[src/rtl/serial_sum_deser_pkg.sv]
// serial_adder_pkg: shared types and constants for the serial_adder deserializer slice.
// Contents: deser_state_e (IDLE/SHIFT), DEFAULT_WIDTH (result word width), STAT_W (statistics counter width).
package serial_adder_pkg;
    typedef enum logic [0:0] {IDLE, SHIFT} deser_state_e;
    localparam int DEFAULT_WIDTH = 8;
    localparam int STAT_W = 16;
endpackage

[src/rtl/serial_sum_deser_hold_reg.sv]
// deser_hold_reg: one-entry valid/ready holding register for completed words.
// Ports: clk, rst (async, active-high); load_vld/load_data/load_cout offer a completed word;
// rdy from consumer; data/cout/vld present the held word; overrun pulses when an offered word is dropped.
module deser_hold_reg #(
    parameter int WIDTH = 8
) (
    input  logic             clk,
    input  logic             rst,
    input  logic             load_vld,
    input  logic [WIDTH-1:0] load_data,
    input  logic             load_cout,
    input  logic             rdy,
    output logic [WIDTH-1:0] data,
    output logic             cout,
    output logic             vld,
    output logic             overrun
);
    // a word may enter when the slot is empty or is being emptied this cycle
    logic can_load;
    assign can_load = !vld || rdy;

    always_ff @(posedge clk or posedge rst) begin
        if (rst) begin
            data    <= '0;
            cout    <= 1'b0;
            vld     <= 1'b0;
            overrun <= 1'b0;
        end else begin
            overrun <= load_vld && !can_load;
            if (load_vld && can_load) begin
                data <= load_data;
                cout <= load_cout;
                vld  <= 1'b1;
            end else if (rdy) begin
                vld <= 1'b0;
            end
        end
    end
endmodule

[src/rtl/serial_sum_deser.sv]
// serial_sum_deser: assembles LSB-first sum/cout bit streams from serial_adder into parallel words.
// Ports: clk, rst (async, active-high); bit_vld/sof/sum/cout serial input; word_data/word_cout/word_vld/word_rdy
// valid/ready output; busy (word in progress); err_frame and overrun one-cycle error pulses.
// Optional macro SERIAL_SUM_DESER_STATS_EN adds saturating ovr_cnt/frm_cnt pulse counters.
module serial_sum_deser
    import serial_adder_pkg::*;
#(
    parameter int WIDTH = DEFAULT_WIDTH
) (
    input  logic             clk,
    input  logic             rst,
    input  logic             bit_vld,
    input  logic             sof,
    input  logic             sum,
    input  logic             cout,
    output logic [WIDTH-1:0] word_data,
    output logic             word_cout,
    output logic             word_vld,
    input  logic             word_rdy,
    output logic             busy,
    output logic             err_frame,
    output logic             overrun
`ifdef SERIAL_SUM_DESER_STATS_EN
    ,
    output logic [STAT_W-1:0] ovr_cnt,
    output logic [STAT_W-1:0] frm_cnt
`endif
);
    localparam int CNT_W = $clog2(WIDTH + 1);

    deser_state_e     state;
    logic [WIDTH-2:0] sreg;
    logic [CNT_W-1:0] count;
    logic             last;

    // the MSB is never stored: it is taken straight from sum on the final bit
    assign last = (state == SHIFT) && bit_vld && !sof && (count == CNT_W'(WIDTH - 1));
    assign busy = (state == SHIFT);

    always_ff @(posedge clk or posedge rst) begin
        if (rst) begin
            state     <= IDLE;
            sreg      <= '0;
            count     <= '0;
            err_frame <= 1'b0;
        end else begin
            // a framing error is a missing sof in IDLE or an unexpected sof mid-word
            err_frame <= bit_vld && (sof == (state == SHIFT));
            if (bit_vld && sof) begin
                sreg  <= (WIDTH-1)'(sum);
                count <= CNT_W'(1);
                state <= SHIFT;
            end else if (bit_vld && state == SHIFT) begin
                sreg  <= sreg | ((WIDTH-1)'(sum) << count);
                count <= last ? '0 : count + CNT_W'(1);
                state <= last ? IDLE : SHIFT;
            end
        end
    end

    deser_hold_reg #(.WIDTH(WIDTH)) u_hold (
        .clk       (clk),
        .rst       (rst),
        .load_vld  (last),
        .load_data ({sum, sreg}),
        .load_cout (cout),
        .rdy       (word_rdy),
        .data      (word_data),
        .cout      (word_cout),
        .vld       (word_vld),
        .overrun   (overrun)
    );

`ifdef SERIAL_SUM_DESER_STATS_EN
    always_ff @(posedge clk or posedge rst) begin
        if (rst) begin
            ovr_cnt <= '0;
            frm_cnt <= '0;
        end else begin
            ovr_cnt <= ovr_cnt + STAT_W'(overrun && ovr_cnt != '1);
            frm_cnt <= frm_cnt + STAT_W'(err_frame && frm_cnt != '1);
        end
    end
`endif
endmodule
[config.mk]
export PLATFORM = sky130hd
export DESIGN_NAME = serial_sum_deser
export DESIGN_NICKNAME = d
export VERILOG_FILES = /design/src/rtl/serial_sum_deser_pkg.sv /design/src/rtl/serial_sum_deser_hold_reg.sv /design/src/rtl/serial_sum_deser.sv
export SDC_FILE = /design/constraint.sdc
export NUM_CORES = 1
export LEC_CHECK = 0
export CAP_MARGIN = 0
export CORE_MARGIN = 2
export CORE_UTILIZATION = 35
export DETAILED_ROUTE_END_ITERATION = 8
export GPL_ROUTABILITY_DRIVEN = 0
export PLACE_DENSITY = 0.55
export SETUP_SLACK_MARGIN = 0.3
export SKIP_CTS_REPAIR_TIMING = 1
export SYNTH_ARGS = -nofsm -noshare
export SYNTH_HDL_FRONTEND = slang
export SYNTH_SLANG_ARGS = --single-unit
[constraint.sdc]
create_clock -name clk -period 4.16 [get_ports clk]
set_clock_uncertainty 0.2 [all_clocks]
set_input_delay 0.624 -clock clk [delete_from_list [all_inputs] [get_ports clk]]
set_output_delay 0.624 -clock clk [all_outputs]
set_load 0.005 [all_outputs]
==> impl_metrics.yaml, run 1 <==
logic_synthesis:
  ys_seq_area_frac: 0.569
  synth-seq-cells: 24
  yosys.area.top_type_share: 0.569
  synth_edf_count: 0
  yosysTopAreaCell: "dfrtp_1"
  netlist_instances: 88
  synth.area.top_cells: "dfrtp_1 57%, mux2_2 9.6%, nand2_1 2.8%, o31ai_1 2.8%, a22o_1 2.5%"
  synth_most_common_cell: "dfrtp_1"
  yosys-top-cells-count: "24 x dfrtp_1, 9 x mux2_2, 8 x nand2_1"
  ys_types: 31
  synth_ff_type: "dfrtp_1"
  avgSynthCellArea_sq_um: 12.0
  yosys_warnings: 0
  syn-num-nets: 96
  syn-cell-area_sq_um: 1050
  synth-async-reset-ratio: 1.00
detailed_routing:
  detail_route.vias_per_cell: 5.42
  ant_nets: 0
  postRouteWirelength_um: 1900
  wire_per_inst_um: 13.9
  vias: 742
  post-route-drc-count: 2
  first_pass_iters: 6
  drtIter0Drc: 14
power:
  p_leak_uw: 0.000571
  power_density_nw_per_um2: 411
  ir_drop_mv: 0.165
critical_path:
  max_stage_delay_ns: 0.57
  critPathBufInv: 1
  crit_family: "buffers and inverters"
  cp_max_fo: 11
  startpoint: "busy"
  r2r_cells: 4
  crit_cells: 1
  crit_slowest_cell: "clkdlybuf4s50_1"
  start_kind: "flop"
  critPathKind: "reg -> out"
  worstPathRequired_ns: 3.34
  rr_startpoint: "count[1]"
  cp_data_arrival_time_ns: 1.43
  crit_chain: "clkdlybuf4s50_1"
  end_kind: "primary output"
grt:
  grt_pass1_wl_um: 3230
  antenna_found_initial: 0
  grt-ovfl-total: 0
  grtUsageTotal: 0.124
  grt_pass1_vias: 693
  grt_max_degree: 25
sta:
  setup_viol: 0
  hold_ws_ns: 0.293
  slew_violations: 0
  finalHoldViolations: 0
  rsz0062_at_grt: "no"
  tightest_slew_ns: 0.920
  slew_headroom: 0.386
  timing.setup.tns_ns: 0
  period_share: 0.541
  final.min_clock_period_ns: 2.25
  fmax_mhz: 444
clock_tree:
  cts_made_buffers: 3
  root_buffer: "clkbuf_4"
  cts_sinks: 24
  clk_latency_ns: 0.31
  cts_tree: "done"
  clk_pin_slew_ns: 0.12
  htree_levels: 1
  clockBufferDepth: 2
hold_path:
  hp-start: "sreg[4]"
  min_path_type: "reg -> reg"
  holdPathStages: 2
cells_and_area:
  drive_gt1_frac: 0.132
  fin_nets: 116
  area_growth_pct: 21.6
  n_antenna_cell: 0
  fillers: 279
die:
  fp-row-count: 19
  start_util: 0.376
  die_y_um: 58.9
  core_sq_um: 2810
  die_area_sq_um: 3470
  ios: 20
  die_w_um: 58.9
status:
  status: "finished, violations left"
  violations: "design-rule violations"
placement:
  dp.final_hpwl_um: 1350
  port-buffer-count: 19
job:
  maxCapViolCount: 0
==> power breakdown <==
group	leakage (uW)	switching [uW]	internal, uW	total, uW
clock	0.0000138	65.1	33.8	98.9
combinational	0.000239	48.3	75.7	124
sequential	0.000318	33.9	270	304
==> logic make-up after synthesis <==
| logic type | synth area share |
|---|---|
| AND/OR/NAND/NOR | 0.153 |
| flip-flops | 0.569 |
| AO/OA/AOI/OAI | 0.119 |
| multiplexers | 0.106 |
| buffers and inverters | 0.0332 |
| XOR/XNOR | 0.00831 |
| adder cells (fa/ha/maj) | 0.0119 |
==> final timing paths <==
kind / endpoint / slack, ns
max in group asynchronous: count[3] / 2.59
worst min register to register: sreg[4] / 0.29
worst max register to register: u_hold.cout / 2.29
min in group asynchronous: u_hold.data[2] / 0.60
worst min-delay path: sreg[4] / 0.29
worst max-delay path: busy / 1.91
==> through the flow <==
| step | power (uW) | util | setup slack [ns] | instance area, sq um | std cells |
|---|---|---|---|---|---|
| after floorplan | 375 | - | 2.36 | 1050 | 88 |
| after global placement | 433 | 0.449 | 1.73 | 1260 | 134 |
| after detailed placement | 435 | 0.449 | 1.71 | 1260 | 134 |
| after CTS | 534 | 0.457 | 1.89 | 1280 | 137 |
| after global routing | 561 | 0.457 | 1.82 | 1280 | 137 |
| final | 527 | 0.457 | 1.91 | 1280 | 137 |
==> state kept, by name, indices dropped and copies added (netlist names) <==
| register | flops |
|---|---|
| err_frame | 1 |
| u_hold.vld | 1 |
| u_hold.overrun | 1 |
| count | 4 |
| sreg | 7 |
| busy | 1 |
| u_hold.data | 8 |
| u_hold.cout | 1 |
==> area by class of cell <==
class | instances | area (sq um) | share of cell area
repair buffers | 19 | 190 | 0.148
clock buffers | 3 | 22.5 | 0.0176
inverters | 3 | 11.3 | 0.00878
flip-flops and latches | 24 | 601 | 0.468
multi-input cells | 57 | 419 | 0.327
well taps | 31 | 38.8 | 0.0302
==> cell usage in the layout (no fill, tap or decap), drive strengths merged <==
master         netlist  routed
dfrtp               24      24
clkdlybuf4s50        0      19
mux2                 9       9
nand2                8       8
nor2                 6       6
o31ai                4       4
nand2b               3       3
inv                  3       3
a22o                 3       3
clkbuf               2       3
nand4                2       2
o21ai                2       2
a21oi                2       2
nor4                 2       2
and2                 2       2
nand3                2       2
and4bb               1       1
a41oi                1       1
o41ai                1       1
o21a                 1       1
xor2                 1       1
a2bb2oi              1       1
o22ai                1       1
and4b                1       1
o2bb2ai              1       1
or4                  1       1
mux2i                1       1
ha                   1       1
==> routing by layer <==
metal	wire length, um	track usage	vias up	share of wire
met3	101	0.0330	4	0.053
li1	-	-	358	-
met2	904	0.183	17	0.48
met1	865	0.174	363	0.46
met5	0	0	-	0
met4	29	0.0487	0	0.015
(Power assumes the default switching activity.)
==> run 2: changes to the inputs <==
Settings changed: PLACE_DENSITY 0.55 to 0.58.
Clock period 4.16 ns to 1.86 ns, I/O delays scaled along.
==> impl_metrics.yaml, run 2 (same netlist as run 1, synthesis figures left out) <==
cells_and_area:
  drive_gt1_frac: 0.293
  layoutNonFillerInstCount: 154
  final_common_cell: "dfrtp_1"
  fin_nets: 132
  n_antenna_cell: 0
  final_cell_mix: "23 x dfrtp_1, 15 x buf_4, 14 x dlymetal6s2s_1"
  largest_reg_flops: 8
  area_growth_pct: 43.1
  multi_input_area_sq_um: 467
  top_register: "u_hold.data"
  fillers: 265
  top_regs: "u_hold.data (8), sreg (7), count (4)"
  fin_area_sq_um: 1510
  regArea_sq_um: 602
grt:
  grt_max_degree: 25
  grt_pass1_vias: 810
  grtUsageTotal: 0.138
  grt_pass1_wl_um: 3650
  antenna_found_initial: 0
  grt-ovfl-total: 0
critical_path:
  worstPathRequired_ns: 1.88
  cp_data_arrival_time_ns: 1.66
  crit_chain: "ha_4 > and4bb_4 > nand3_4 > mux2_2"
  r2r_cells: 4
  reg2reg_slack_ns: 0.22
  start_kind: "flop"
  cp_max_fo: 5
  crit_end: "u_hold.data[7]"
  rr_startpoint: "count[1]"
  startpoint: "count[1]"
  max_stage_delay_ns: 0.44
  critPathKind: "reg -> reg"
  timing.rr.end: "u_hold.data[7]"
  crit_slowest_cell: "dfrtp_1"
  end_kind: "flop"
power:
  p_leak_uw: 0.000885
  p_clk_frac: 0.268
  power_switching_uw: 389
  switching_share: 0.272
  power_density_nw_per_um2: 948
  internal_power_uw: 1040
  power_frac_seq: 0.463
  combinationalPowerShare: 0.269
  ir_drop_mv: 0.585
clock_tree:
  cts_made_buffers: 3
  clockBufferDepth: 2
  cts_sinks: 24
  clk_latency_ns: 0.32
  htree_levels: 1
  cts_tree: "done"
  root_buffer: "clkbuf_4"
  clk_pin_slew_ns: 0.14
placement:
  dp_cells: 145
  dp.final_hpwl_um: 1520
  port-buffer-count: 19
  post_dp_cell_area_sq_um: 1350
die:
  ios: 20
  die_y_um: 58.9
  fp-row-count: 19
  die_w_um: 58.9
  core_sq_um: 2810
  die_area_sq_um: 3470
  start_util: 0.376
sta:
  tightest_slew_ns: 0.350
  period_share: 0.879
  final.min_clock_period_ns: 1.64
  fmax_mhz: 612
  hold_ws_ns: 0.0861
  finalHoldViolations: 0
  rsz0062_at_grt: "yes"
  slew_headroom: 0.767
  slew_violations: 0
  setup_viol: 0
detailed_routing:
  ant_nets: 0
  first_pass_iters: 6
  postRouteWirelength_um: 2420
  detail_route.vias_per_cell: 5.50
  drtIter0Drc: 25
  wire_per_inst_um: 15.7
  vias: 847
  post-route-drc-count: 1
job:
  maxCapViolCount: 0
status:
  status: "finished, violations left"
  violations: "design-rule violations"
hold_path:
  min_path_type: "in -> async"
run 2: metrics by stage:
| step | utilization | TNS (ns) | power [uW] | setup WS, ns |
|---|---|---|---|---|
| 2_1_floorplan | - | 0 | 840 | 0.195 |
| 3_3_place_gp | 0.479 | -0.172 | 1010 | -0.0223 |
| 3_5_place_dp | 0.479 | -0.248 | 1030 | -0.0286 |
| 4_1_cts | 0.498 | -0.0986 | 1410 | -0.0986 |
| 5_1_grt | 0.538 | 0 | 1510 | 0.181 |
| 6_report | 0.538 | 0 | 1430 | 0.225 |
run 2: power groups by stage:
stage	clock, uW	sequential (uW)	combinational, uW
2_1_floorplan	0	661	178
3_3_place_gp	0	669	343
3_5_place_dp	0	672	354
4_1_cts	396	662	355
5_1_grt	413	676	420
6_report	384	662	385
run 2: worst min-delay path by stage:
| stage | slack, ns | end | startpoint | cells past startpoint |
|---|---|---|---|---|
| after global routing | 0.09 | u_hold.data[5] | rst | 3 |
| final | 0.09 | u_hold.data[5] | rst | 3 |
| after floorplan | 0.09 | busy | rst | 1 |
| after global placement | 0.27 | sreg[4] | sreg[4] | 2 |
| after CTS | 0.09 | u_hold.data[5] | rst | 3 |
| after detailed placement | 0.27 | sreg[6] | sreg[6] | 2 |
run 2: final cells by class:
| type | count | area share |
|---|---|---|
| Sequential cell | 24 | 0.399 |
| Multi-Input combinational cell | 58 | 0.309 |
| Timing Repair Buffer | 34 | 0.224 |
| Tap cell | 31 | 0.0257 |
| Clock inverter | 1 | 0.0199 |
| Clock buffer | 3 | 0.0149 |
| Inverter | 3 | 0.00746 |
run 2: worst max-delay path, delay by kind of cell, from the launching register on:
kind	cells	cell delay, ns
flip-flops	1	0.44
AND/OR/NAND/NOR	2	0.36
multiplexers	1	0.34
adder cells (fa/ha/maj)	1	0.19
run 2: routing by layer:
layer,track usage,routed length [um]
met5,0,0
met4,0.0227,15
met3,0.0462,134
met2,0.238,1230
met1,0.171,1040
==> run 3: changes to the inputs <==
Settings changed: PLACE_DENSITY 0.58 to 0.55, SYNTH_HIERARCHICAL from default to 1.
Clock period 1.86 ns to 1.8 ns, I/O delays scaled along.
==> impl_metrics.yaml, run 3 <==
logic_synthesis:
  yosysTopAreaCell: "dfrtp_1"
  synth-async-reset-ratio: 1.00
  yosys.area.top_type_share: 0.569
  synth-seq-cells: 24
  ys_seq_area_frac: 0.569
  synth_edf_count: 0
  ys_types: 28
  syn-cell-area_sq_um: 1050
  yosys_warnings: 6
  synth_most_common_cell: "dfrtp_1"
  syn-num-nets: 98
  netlist_instances: 90
  synth_ff_type: "dfrtp_1"
  yosys-top-cells-count: "24 x dfrtp_1, 9 x mux2_2, 9 x nand2_1"
  avgSynthCellArea_sq_um: 11.7
  synth.area.top_cells: "dfrtp_1 57%, mux2_2 9.6%, nand2_1 3.2%, nor2_1 2.5%, a21oi_1 2.4%"
die:
  die_w_um: 58.9
  fp-row-count: 19
  start_util: 0.376
  ios: 20
  die_area_sq_um: 3470
  die_y_um: 58.9
  core_sq_um: 2810
cells_and_area:
  final_cell_mix: "23 x dfrtp_1, 16 x buf_4, 12 x dlymetal6s2s_1"
  fin_area_sq_um: 1520
  n_antenna_cell: 0
  largest_reg_flops: 8
  drive_gt1_frac: 0.320
  final_common_cell: "dfrtp_1"
  area_growth_pct: 43.7
  fin_nets: 137
  top_regs: "u_hold/data (8), sreg (7), count (4)"
  top_register: "u_hold/data"
grt:
  grtUsageTotal: 0.128
  grt_pass1_wl_um: 3320
  antenna_found_initial: 0
  grt-ovfl-total: 0
  grt_pass1_vias: 730
  grt_max_degree: 14
critical_path:
  critPathBufInv: 0
  end_kind: "flop"
  cp_max_fo: 4
  crit_slowest_cell: "dfrtp_1"
  critPathKind: "reg -> reg"
  max_stage_delay_ns: 0.41
  start_kind: "flop"
  cp_data_arrival_time_ns: 1.71
  worstPathRequired_ns: 1.81
  crit_family: "simple AND/OR/NAND/NOR gates"
  crit_chain: "ha_2 > and3b_1 > and2_4 > nand2_4 > mux2_4"
detailed_routing:
  first_pass_iters: 6
  detail_route.vias_per_cell: 4.99
  post-route-drc-count: 2
  vias: 794
  wire_per_inst_um: 13.7
  postRouteWirelength_um: 2180
  drtIter0Drc: 16
  ant_nets: 0
hold_path:
  min_path_type: "in -> async"
power:
  combinationalPowerShare: 0.235
  p_clk_frac: 0.239
  ir_drop_mv: 0.327
  power_density_nw_per_um2: 788
  power_frac_seq: 0.526
  switching_share: 0.258
  power_switching_uw: 308
  internal_power_uw: 885
  p_leak_uw: 0.000960
  power_uw: 1190
clock_tree:
  clk_latency_ns: 0.31
  cts_sinks: 24
  clockBufferDepth: 2
  htree_levels: 1
  cts_made_buffers: 3
  cts_tree: "done"
  root_buffer: "clkbuf_4"
  clk_pin_slew_ns: 0.13
sta:
  slew_violations: 0
  fin_ws_ns: 0.0976
  finalHoldViolations: 0
  final.min_clock_period_ns: 1.70
  period_share: 0.946
  tightest_slew_ns: 0.500
  rsz0062_at_grt: "yes"
  timing.setup.tns_ns: 0
  setup_viol: 0
  slew_headroom: 0.666
  fmax_mhz: 587
  hold_ws_ns: 0.0531
placement:
  place_ws_ns: -0.105
  dp.final_hpwl_um: 1530
  port-buffer-count: 19
  post_dp_cell_area_sq_um: 1370
job:
  maxCapViolCount: 0
status:
  violations: "design-rule violations"
  status: "finished, violations left"
==> run 3: cell count changes after synthesis, sizes merged, moves of 2 or more <==
cell / previous run / this run
nand2b: 3 / 1
a22o: 3 / 1
and3b: 0 / 2
o21ai: 2 / 4
nand4: 2 / 0
nand2: 8 / 10
inv: 3 / 6
a21oi: 2 / 5
nor4: 2 / 0
nand3: 2 / 4
==> run 3: final timing paths <==
kind / from / end / slack, ns / depth (start not counted)
max in group asynchronous: rst / busy / 0.95 / 2
min: rst / u_hold/cout / 0.05 / 2
max: count[0] / u_hold/data[2] / 0.1 / 5
min reg2reg: busy / busy / 0.32 / 1
max reg2reg: count[0] / u_hold/data[2] / 0.1 / 5
min in group clk: busy / busy / 0.32 / 1
==> run 3: area by class of cell <==
| cell class | instances | area, sq um |
|---|---|---|
| Inverter | 6 | 22.5 |
| Multi-Input combinational cell | 59 | 475 |
| Clock buffer | 4 | 36.3 |
| Tap cell | 31 | 38.8 |
| Sequential cell | 24 | 602 |
| Fill cell | 254 | 1290 |
| Timing Repair Buffer | 35 | 340 |
==> run 3: cells by family after synthesis <==
group	Yosys count	share of synthesized area
buf+inv	8	0.0356
mux	10	0.106
xor+xnor	1	0.00831
simple gates	30	0.172
fa+ha+maj	1	0.0119
compound gates	16	0.0973
flops	24	0.569
==> run 3: per-stage QoR <==
step,std cells,util
after detailed placement,145,0.488
after global placement,145,0.488
after global routing,159,0.540
after floorplan,90,-
after CTS,149,0.501
final,159,0.540
==> run 3: routing by layer <==
| metal | up-vias | wire length [um] | track usage |
|---|---|---|---|
| met4 | 0 | 34 | 0.0584 |
| met2 | 16 | 991 | 0.200 |
| met1 | 388 | 1060 | 0.170 |
| met5 | - | 0 | 0 |
| met3 | 5 | 97 | 0.0264 |
| li1 | 385 | - | - |
==> run 3: power by group through the flow <==
stage	registers [uW]	logic, uW	clock network (uW)
after floorplan	645	129	0
after CTS	633	256	297
after detailed placement	644	255	0
after global placement	641	255	0
final	628	280	285
after global routing	636	308	323
==> run 3: worst register-to-register path: cells and delay by family, from the launching register on <==
kind	cells	cell delay, ns
flip-flops	1	0.41
adder cells (fa/ha/maj)	1	0.19
AND/OR/NAND/NOR	3	0.51
multiplexers	1	0.30
